===== src/rtl/cache_mem_requester_if.sv =====
`default_nettype none
// ============================================================================
// cache_mem_requester_if : CPU-side request/response and memory block bus
// Rev 1.0
// ============================================================================
interface cache_mem_requester_if #(
   parameter int BLOCK_SIZE = 8,
   parameter int ADDR_W     = 16
);
   localparam int OFF_W = $clog2(BLOCK_SIZE);

   logic                      cpu_req_valid;
   logic                      cpu_write;
   logic [ADDR_W-1:0]         cpu_addr;
   logic [7:0]                cpu_wdata;
   logic                      cpu_ready;
   logic                      cpu_resp_valid;
   logic [7:0]                cpu_rdata;

   logic                      mem_req_valid;
   logic                      mem_write;
   logic [ADDR_W-OFF_W-1:0]   mem_addr;
   logic [BLOCK_SIZE*8-1:0]   mem_data_out;
   logic [BLOCK_SIZE*8-1:0]   mem_data_in;
   logic                      mem_ready;

   modport master (
      input  cpu_req_valid, cpu_write, cpu_addr, cpu_wdata,
      output cpu_ready, cpu_resp_valid, cpu_rdata,
      output mem_req_valid, mem_write, mem_addr, mem_data_out,
      input  mem_data_in, mem_ready
   );

   modport slave (
      output cpu_req_valid, cpu_write, cpu_addr, cpu_wdata,
      input  cpu_ready, cpu_resp_valid, cpu_rdata,
      input  mem_req_valid, mem_write, mem_addr, mem_data_out,
      output mem_data_in, mem_ready
   );
endinterface
`default_nettype wire


===== src/rtl/cache_mem_requester.sv =====
`default_nettype none
// ============================================================================
// cache_mem_requester : direct-mapped write-back write-allocate cache controller
// Rev 1.0
// ============================================================================
module cache_mem_requester #(
   parameter int BLOCK_SIZE = 8,
   parameter int NUM_LINES  = 16,
   parameter int ADDR_W     = 16
) (
   input  wire logic               clk,
   input  wire logic               rst,
   cache_mem_requester_if.master   bus
);
   localparam int OFF_W  = $clog2(BLOCK_SIZE);
   localparam int IDX_W  = $clog2(NUM_LINES);
   localparam int TAG_W  = ADDR_W - OFF_W - IDX_W;
   localparam int BLK_W  = ADDR_W - OFF_W;
   localparam int LINE_W = BLOCK_SIZE * 8;

   localparam logic [2:0] IDLE      = 3'd0;
   localparam logic [2:0] LOOKUP    = 3'd1;
   localparam logic [2:0] WB_REQ    = 3'd2;
   localparam logic [2:0] WB_WAIT   = 3'd3;
   localparam logic [2:0] FILL_REQ  = 3'd4;
   localparam logic [2:0] FILL_WAIT = 3'd5;
   localparam logic [2:0] RESP      = 3'd6;

   logic [2:0]        state_q, state_d;
   logic [ADDR_W-1:0] addr_q, addr_d;
   logic              write_q, write_d;
   logic [7:0]        wdata_q, wdata_d;
   logic              seen_busy_q, seen_busy_d;
   logic              mem_write_q, mem_write_d;
   logic [BLK_W-1:0]  mem_addr_q, mem_addr_d;
   logic [LINE_W-1:0] mem_data_out_q, mem_data_out_d;
   logic [NUM_LINES-1:0] valid_q, valid_d;
   logic [NUM_LINES-1:0] dirty_q, dirty_d;
   logic [TAG_W-1:0]  tag_q  [NUM_LINES];
   logic [TAG_W-1:0]  tag_d  [NUM_LINES];
   logic [LINE_W-1:0] data_q [NUM_LINES];
   logic [LINE_W-1:0] data_d [NUM_LINES];

   logic [IDX_W-1:0]  idx;
   logic [TAG_W-1:0]  tag;
   logic [OFF_W-1:0]  off;
   logic [LINE_W-1:0] cur_line;
   logic [7:0]        cur_byte;
   logic              hit;

   assign idx      = addr_q[OFF_W +: IDX_W];
   assign tag      = addr_q[ADDR_W-1 -: TAG_W];
   assign off      = addr_q[OFF_W-1:0];
   assign cur_line = data_q[idx];
   assign cur_byte = cur_line[{off, 3'b000} +: 8];
   assign hit      = valid_q[idx] && (tag_q[idx] == tag);

   always_comb begin
      state_d        = state_q;
      addr_d         = addr_q;
      write_d        = write_q;
      wdata_d        = wdata_q;
      seen_busy_d    = seen_busy_q;
      mem_write_d    = mem_write_q;
      mem_addr_d     = mem_addr_q;
      mem_data_out_d = mem_data_out_q;
      valid_d        = valid_q;
      dirty_d        = dirty_q;
      tag_d          = tag_q;
      data_d         = data_q;
      case (state_q)
         IDLE: begin
            if (bus.cpu_req_valid) begin
               addr_d  = bus.cpu_addr;
               write_d = bus.cpu_write;
               wdata_d = bus.cpu_wdata;
               state_d = LOOKUP;
            end
         end
         LOOKUP: begin
            // Request fields are loaded on entry so they are stable for the whole transaction
            if (hit) begin
               state_d = RESP;
            end else if (valid_q[idx] && dirty_q[idx]) begin
               mem_write_d    = 1'b1;
               mem_addr_d     = {tag_q[idx], idx};
               mem_data_out_d = cur_line;
               state_d        = WB_REQ;
            end else begin
               mem_write_d = 1'b0;
               mem_addr_d  = addr_q[ADDR_W-1:OFF_W];
               state_d     = FILL_REQ;
            end
         end
         WB_REQ: begin
            if (bus.mem_ready) begin
               seen_busy_d = 1'b0;
               state_d     = WB_WAIT;
            end
         end
         WB_WAIT: begin
            if (!bus.mem_ready) begin
               seen_busy_d = 1'b1;
            end else if (seen_busy_q) begin
               dirty_d[idx] = 1'b0;
               mem_write_d  = 1'b0;
               mem_addr_d   = addr_q[ADDR_W-1:OFF_W];
               state_d      = FILL_REQ;
            end
         end
         FILL_REQ: begin
            if (bus.mem_ready) begin
               seen_busy_d = 1'b0;
               state_d     = FILL_WAIT;
            end
         end
         FILL_WAIT: begin
            if (!bus.mem_ready) begin
               seen_busy_d = 1'b1;
            end else if (seen_busy_q) begin
               data_d[idx]  = bus.mem_data_in;
               tag_d[idx]   = tag;
               valid_d[idx] = 1'b1;
               dirty_d[idx] = 1'b0;
               state_d      = LOOKUP;
            end
         end
         RESP: begin
            if (write_q) begin
               data_d[idx][{off, 3'b000} +: 8] = wdata_q;
               dirty_d[idx] = 1'b1;
            end
            state_d = IDLE;
         end
         default: state_d = IDLE;
      endcase
   end

   always_ff @(posedge clk) begin
      if (rst) begin
         state_q        <= IDLE;
         addr_q         <= '0;
         write_q        <= 1'b0;
         wdata_q        <= '0;
         seen_busy_q    <= 1'b0;
         mem_write_q    <= 1'b0;
         mem_addr_q     <= '0;
         mem_data_out_q <= '0;
         valid_q        <= '0;
         dirty_q        <= '0;
      end else begin
         state_q        <= state_d;
         addr_q         <= addr_d;
         write_q        <= write_d;
         wdata_q        <= wdata_d;
         seen_busy_q    <= seen_busy_d;
         mem_write_q    <= mem_write_d;
         mem_addr_q     <= mem_addr_d;
         mem_data_out_q <= mem_data_out_d;
         valid_q        <= valid_d;
         dirty_q        <= dirty_d;
      end
   end

   // Tag and data storage need no reset; the valid bits qualify them
   always_ff @(posedge clk) begin
      tag_q  <= tag_d;
      data_q <= data_d;
   end

   assign bus.cpu_ready      = !rst && (state_q == IDLE);
   assign bus.cpu_resp_valid = !rst && (state_q == RESP);
   assign bus.cpu_rdata      = (!rst && (state_q == RESP) && !write_q) ? cur_byte : 8'h00;
   assign bus.mem_req_valid  = !rst && bus.mem_ready &&
                               ((state_q == WB_REQ) || (state_q == FILL_REQ));
   assign bus.mem_write      = mem_write_q;
   assign bus.mem_addr       = mem_addr_q;
   assign bus.mem_data_out   = mem_data_out_q;
endmodule
`default_nettype wire

===== src/flat_wrapper.sv =====
// flat-port wrapper written by rule: the top's interface ports become plain ports
module cache_mem_requester_flat 
#(
   parameter int BLOCK_SIZE = 8,
   parameter int NUM_LINES  = 16,
   parameter int ADDR_W     = 16
)
  (clk, rst, bus_cpu_req_valid, bus_cpu_write, bus_cpu_addr, bus_cpu_wdata, bus_cpu_ready, bus_cpu_resp_valid, bus_cpu_rdata, bus_mem_req_valid, bus_mem_write, bus_mem_addr, bus_mem_data_out, bus_mem_data_in, bus_mem_ready);
  cache_mem_requester_if #(.BLOCK_SIZE(BLOCK_SIZE), .ADDR_W(ADDR_W)) bus_i ();
  input  wire logic clk;
  input  wire logic rst;
  input wire logic [$bits(bus_i.cpu_req_valid)-1:0] bus_cpu_req_valid;
  input wire logic [$bits(bus_i.cpu_write)-1:0] bus_cpu_write;
  input wire logic [$bits(bus_i.cpu_addr)-1:0] bus_cpu_addr;
  input wire logic [$bits(bus_i.cpu_wdata)-1:0] bus_cpu_wdata;
  output wire logic [$bits(bus_i.cpu_ready)-1:0] bus_cpu_ready;
  output wire logic [$bits(bus_i.cpu_resp_valid)-1:0] bus_cpu_resp_valid;
  output wire logic [$bits(bus_i.cpu_rdata)-1:0] bus_cpu_rdata;
  output wire logic [$bits(bus_i.mem_req_valid)-1:0] bus_mem_req_valid;
  output wire logic [$bits(bus_i.mem_write)-1:0] bus_mem_write;
  output wire logic [$bits(bus_i.mem_addr)-1:0] bus_mem_addr;
  output wire logic [$bits(bus_i.mem_data_out)-1:0] bus_mem_data_out;
  input wire logic [$bits(bus_i.mem_data_in)-1:0] bus_mem_data_in;
  input wire logic [$bits(bus_i.mem_ready)-1:0] bus_mem_ready;
  assign bus_i.cpu_req_valid = bus_cpu_req_valid;
  assign bus_i.cpu_write = bus_cpu_write;
  assign bus_i.cpu_addr = bus_cpu_addr;
  assign bus_i.cpu_wdata = bus_cpu_wdata;
  assign bus_cpu_ready = bus_i.cpu_ready;
  assign bus_cpu_resp_valid = bus_i.cpu_resp_valid;
  assign bus_cpu_rdata = bus_i.cpu_rdata;
  assign bus_mem_req_valid = bus_i.mem_req_valid;
  assign bus_mem_write = bus_i.mem_write;
  assign bus_mem_addr = bus_i.mem_addr;
  assign bus_mem_data_out = bus_i.mem_data_out;
  assign bus_i.mem_data_in = bus_mem_data_in;
  assign bus_i.mem_ready = bus_mem_ready;
  cache_mem_requester #(.BLOCK_SIZE(BLOCK_SIZE), .NUM_LINES(NUM_LINES), .ADDR_W(ADDR_W)) u_core (.clk(clk), .rst(rst), .bus(bus_i));
endmodule

===== config.mk =====
export PLATFORM = sky130hd
export DESIGN_NAME = cache_mem_requester_flat
export DESIGN_NICKNAME = d
export VERILOG_FILES = /design/src/rtl/cache_mem_requester_if.sv /design/src/rtl/cache_mem_requester.sv /design/src/flat_wrapper.sv
export SDC_FILE = /design/constraint.sdc
export NUM_CORES = 2
export LEC_CHECK = 0
export CAP_MARGIN = 20
export CORE_MARGIN = 2
export CORE_UTILIZATION = 60
export CTS_BUF_LIST = sky130_fd_sc_hd__clkbuf_4
export DETAILED_ROUTE_END_ITERATION = 10
export PLACE_DENSITY = 0.79
export SLEW_MARGIN = 20
export SYNTH_ARGS = -nofsm -noshare
export SYNTH_HDL_FRONTEND = slang
export SYNTH_SLANG_ARGS = --single-unit

===== constraint.sdc =====
create_clock -name clk -period 4.5 [get_ports clk]
set_input_delay 0.9 -clock clk [delete_from_list [all_inputs] [get_ports clk]]
set_output_delay 0.9 -clock clk [all_outputs]
set_load 0.01 [all_outputs]

**After elaboration in Yosys (flattened, before gate mapping)**

Index checks and enable logic that the tools add are counted.

- Add/subtract/negate cells: 1
- Order comparisons: 4
- Equality and inequality tests: 20
- Shifts and indexed selects: 3
- Mux-type cells: 53
- Bitwise logic cells: 6
- Reductions and logical operators: 27

Operators with widths:

| cell | count |
|---|---|
| $mux W1024 | 3 |
| $bwmux W1024 | 2 |
| $pmux W1024 S2 | 1 |
| $demux W64 S4 | 2 |
| $bmux W64 S4 | 1 |
| $mux W64 | 4 |
| $bwmux W144 | 1 |
| $shift A8 B8 Y64 const A | 1 |
| $shiftx A64 B7 Y8 | 1 |
| $shiftx A8 B8 Y64 | 1 |
| $mux W13 | 4 |
| $mux W16 | 3 |
| $bmux W9 S4 | 1 |
| $demux W9 S4 | 1 |
| $or A16 B16 Y16 | 2 |
| $pmux W16 S2 | 1 |
| $mux W3 | 9 |
| $mux W9 | 3 |
| $pmux W13 S2 | 1 |
| $pmux W3 S6 | 1 |
| $and A16 B16 Y16 | 1 |
| $not A16 Y16 | 1 |
| $ne A2 B2 Y1 const B | 7 |
| $ne A2 B1 Y1 const B | 6 |
| other kinds (26) | 56 |

- Register bits after elaboration: 1,307
- Bits of input ports: 93
- Output and inout bits: 89
- Word-level logic and storage cells: 156

**Longest topological paths before layout**

- Depth after elaboration: 9
- Gate-level depth with buffers: 14
- Mapped depth without buffers: 8

**Worst setup path before layout**

No wires, ideal clock.

- Path kind: flip-flop to output port
- Start point: register u_core.addr_q[3]
- End point: output port bus_cpu_rdata[0]
- Arrival time: 2,829 ps
- Required time: 3,600 ps
- Slack: 771 ps
- Stages on the path, launching flop included: 10
- Buffers on the path: 4
- Path through: dfxtp_1 > buf_2 > buf_4 > clkbuf_1 > buf_2 > mux4_2 > mux4_2 > mux4_2 > nand2_1 > a21oi_1

- Longest elaborated chain between the ends: 6

Ends and longest elaborated chain:

| item | RTL line | text |
|---|---|---|
| from (decl) | cache_mem_requester.sv:30 | `logic [ADDR_W-1:0] addr_q, addr_d;` |
| from (signal assigned) | cache_mem_requester.sv:153 | `addr_q <= addr_d;` |
| $not A4 Y5 (implied by the code) | cache_mem_requester.sv:54 | `assign cur_line = data_q[idx];` |
| $bmux W64 S4 | cache_mem_requester.sv:54 |  |
| $mux W64 (implied by the code) (2 in series) | cache_mem_requester.sv:54 |  |
| $shiftx A64 B7 Y8 | cache_mem_requester.sv:55 | `assign cur_byte = cur_line[{off, 3'b000} +: 8];` |
| $mux W8 | cache_mem_requester.sv:173 | `assign bus.cpu_rdata = (!rst && (state_q == RESP) && !write_q) ? cur_byte : 8'h00;` |
| to (decl) | flat_wrapper.sv:18 | `output wire logic [$bits(bus_i.cpu_rdata)-1:0] bus_cpu_rdata;` |

No other way between the ends. The select of a mux whose other input is x is not followed.

**Final worst setup path**

- Start point: register u_core.addr_q[3]
- End point: output port bus_cpu_rdata[2]

Same word-level chain as after synthesis.

==> flow_summary.yaml <==
final_layout:
  area.growth.synth_to_final_pct: 17.9
  num-nets-final: 4679
  drive_above_1_share_pct: 29.4
setup_path:
  cpMostUsedCell: "mux4_2"
  critical_path_peak_fanout: 6
  timing.critical_path.max_delay_family: "multiplexers"
  timing.setup.critical_path_class: "reg -> out"
  timing.rr.start: "u_core.addr_q[3]"
  critPathRequiredTime_ns: 3.60
  cp_cell_sequence: "buf_8, buf_12, buf_8, mux4_2, mux4_2, mux4_2, nand2_2, a21oi_4, buf_2"
  cp_slowest_stage_delay_ns: 0.61
  setup.worst_path.end_class: "output pin"
  worstPathBufferInverterCount: 4
  startpoint_type: "flip-flop"
  critical_path_arrival_ns: 4.24
  worst_setup_sp: "u_core.addr_q[3]"
  cpMaxStageDelayCell: "mux4_2"
synth:
  synth-warning-count: 0
  synth_area_leader: "edfxtp_1"
  synth_simple_gate_area_share_pct: 10.6
  synth-edff-count: 1168
  dominantRegCellSynth: "edfxtp_1"
  synth_top_family_by_area: "multiplexers"
  synth.cells.most_frequent: "nor2_1, edfxtp_1, mux4_2"
  synth-compound-area-share_pct: 4.75
  yosys-top-cells-area: "edfxtp_1, mux4_2, nor2_1"
  post_syn_area_mm2: 0.0571
  post_synth_mux_area_share_pct: 15.2
  synthCells: 4020
  synthesis.nets: 4118
  synth-seq-area-share_pct: 66.3
  synth_largest_type_area_fraction_pct: 61.5
  synth_area_in_adders_pct: 0.110
  ys_types: 73
  ff_latch_count_synth: 1307
  synth_xor_area_share_pct: 0.105
  synth.most_common_cell: "nor2_1"
  per_instance_average_area_after_synthesis_um2: 14.2
  async_set_or_reset_flop_fraction_in_the_synthesized_netlist_pct: 0
cts:
  tritoncts: "done"
  cts.htree.levels: 5
  cts_sinks: 1307
  tritoncts.num_buffers: 335
  clkTransAtPathRegs_ns: 0.08
  clock_path_buffers: 4
  clk_root_buffer_cell: "clkbuf_4"
  clock_insertion_delay_worst_skew_ns: 1.23
power_and_ir_drop:
  total_power_w: 0.0258
  leakage_nw: 21.5
  cellPowerDensity_mw_per_mm2: 384
  power.switching_w: 0.00657
  clockPowerShare_pct: 38.5
  internal_power_summed_over_all_cells_w: 0.0193
  vdd_ir_drop_max_v: 0.000264
  netSwitchingFraction_pct: 25.4
  power_frac_comb_pct: 10.4
  pwr-share-seq_pct: 51.1
detailed_routing:
  detail_route.wirelength_mm: 200
  drt_drc_violations_left: 0
  drtIter0Drc: 7935
  highest_layer: "met5"
  route.detailed.vias_per_inst: 6.95
  routed-wl-met2_mm: 84.9
  met1Wirelength_mm: 61.0
  wl_per_cell_um: 32.8
  antenna_nets_post_route: 0
  detailedRoute.firstPassIterationCount: 7
  detailroute.wirelength.met3_mm: 38.0
  routed-via-count: 42300
timing:
  setup_ws_ns: -0.635
  tightestPinTransition_ns: 1.22
  fmax_mhz: 195
  rsz0062_at_grt: "true"
  setup_tns_ns: -4.69
  period_share_pct: 114
  final_max_slew_viol_count: 0
  period_needed_ns: 5.14
  final-hold-violation-count: 0
  finalSetupViolCount: 8
  maxSlewHeadroom_pct: 18.8
  clock_skew_ns: 0.141
placement:
  place.port_buffers: 181
  place.gp.congestion: 0.958
  pre_cts_ws_ns: 0.178
  place.detailed.hpwl_mm: 122
worst_hold_path:
  min_from: "rst"
  worstHoldPathType: "in -> reg"
floorplan:
  placement_rows: 113
  initial_core_util_pct: 60.3
  ioPinCount: 182
  floorplan.die_area_mm2: 0.0976
  die_width_um: 312
  coreArea_mm2: 0.0946
  die_h_um: 312
global_route:
  grt_pass1_wl_mm: 279
  gr-usage-all-layers_pct: 40.5
  grt_antenna_before_repair: 15
  grt-ovfl-total: 0
  largest_net_degree_at_the_start_of_global_routing: 112
  grt_pass1_vias: 41100
run_status:
  run_status: "finished with violations"
  violations_in_the_final_reports: "setup timing"
run:
  maxCapViolCount: 0
[area by class of cell]
cell class	instances	area, um^2
diodes	14	35.0
clock buffers	482	3620
clock inverters	78	384
fillers	5729	27300
inverters	6	22.5
multi-input cells	2337	17900
flip-flops and latches	1307	37900
well taps	1265	1580
repair buffers	594	5910
[sequential cells by signal, summed over array words and instances (netlist names), 3 cells and up, named ones only]
name	flops
u_core.tag_q	144
u_core.bus.mem_addr	13
u_core.valid_q	16
u_core.addr_q	16
u_core.state_q	3
u_core.data_q	1024
u_core.wdata_q	8
u_core.bus.mem_data_out	64
[power by group through the flow]
stage	logic (W)	registers (W)	clock network, W
3_3_place_gp	0.00223	0.0135	0
3_5_place_dp	0.00230	0.0135	0
5_1_grt	0.00271	0.0132	0.0105
4_1_cts	0.00252	0.0132	0.00985
6_report	0.00268	0.0132	0.00996
2_1_floorplan	0.00139	0.0134	0
[routing by layer]
layer | GRT usage, % | vias up
met3 | 19.7 | 1107
met2 | 57.2 | 4926
met5 | 0.580 | -
li1 | - | 16300
met4 | 27.1 | 22
met1 | 49.5 | 20000
[kinds of logic (layout without fill, tap and decap cells)]
group           count (synthesis)  in the layout
flops                        1307           1307
mux                           411            411
compound gates                401            401
xor+xnor                        6              6
buf+inv                       376           1160
fa+ha+maj                       5              5
simple gates                 1514           1514
other cells                     0             14
[placed cells by master (no fill, tap or decap), types with 62 or more instances in the layout]
master / n
clkinv_1: 63
o21ai_1: 66
mux4_2: 363
a21oi_1: 82
nor2_1: 1196
a22oi_1: 62
clkdlybuf4s50_1: 172
clkbuf_4: 487
a21oi_2: 62
dfxtp_1: 135
nand3_1: 79
buf_4: 320
nand2_1: 112
edfxtp_1: 1168
[timing repair]
| action | 4_1_cts | 5_1_grt |
|---|---|---|
| pin swaps | 12 | 7 |
| setup buffers | 28 | 3 |
| hold buffers | 0 | 0 |
| setup endpoints to repair | 8 | 8 |
| resized for setup | 127 | 9 |
| cloned | 15 | 2 |
[worst reg2reg max path, cell delays in order, from the launching register on]
cell      delay, ns
dfxtp_4        0.41
buf_12         0.18
buf_8          0.16
buf_16         0.15
buf_4          0.15
buf_4          0.30
nor2b_1        0.41
a22oi_1        0.28
and3_1         0.25
o221a_2        0.33
o211ai_4       0.28
o31a_2         0.22
buf_4          0.41
nand3_1        0.39
a21oi_2        0.21
[path summary, 6_finish.rpt]
kind / endpoint / slack (ns) / depth (start not counted)
max reg2reg: u_core.bus.mem_data_out[60] / 0.30 / 14
max: bus_cpu_rdata[2] / -0.64 / 9
min: u_core.bus.mem_data_out[47] / 0.21 / 3
min reg2reg: flip-flop / 0.48 / 2
[per-stage QoR]
| stage | instances | hold WS, ns | area, um^2 | util (%) |
|---|---|---|---|---|
| floorplan | 4020 | 0.435 | 57100 | - |
| global placement | 5442 | 0.445 | 62000 | 65.5 |
| detailed placement | 5453 | 0.458 | 62100 | 65.6 |
| CTS | 6055 | 0.107 | 67100 | 71.0 |
| global route | 6072 | 0.205 | 67300 | 71.1 |
| finish | 6083 | 0.213 | 67300 | 71.2 |
Note: power is estimated with default switching activity, not from simulation.
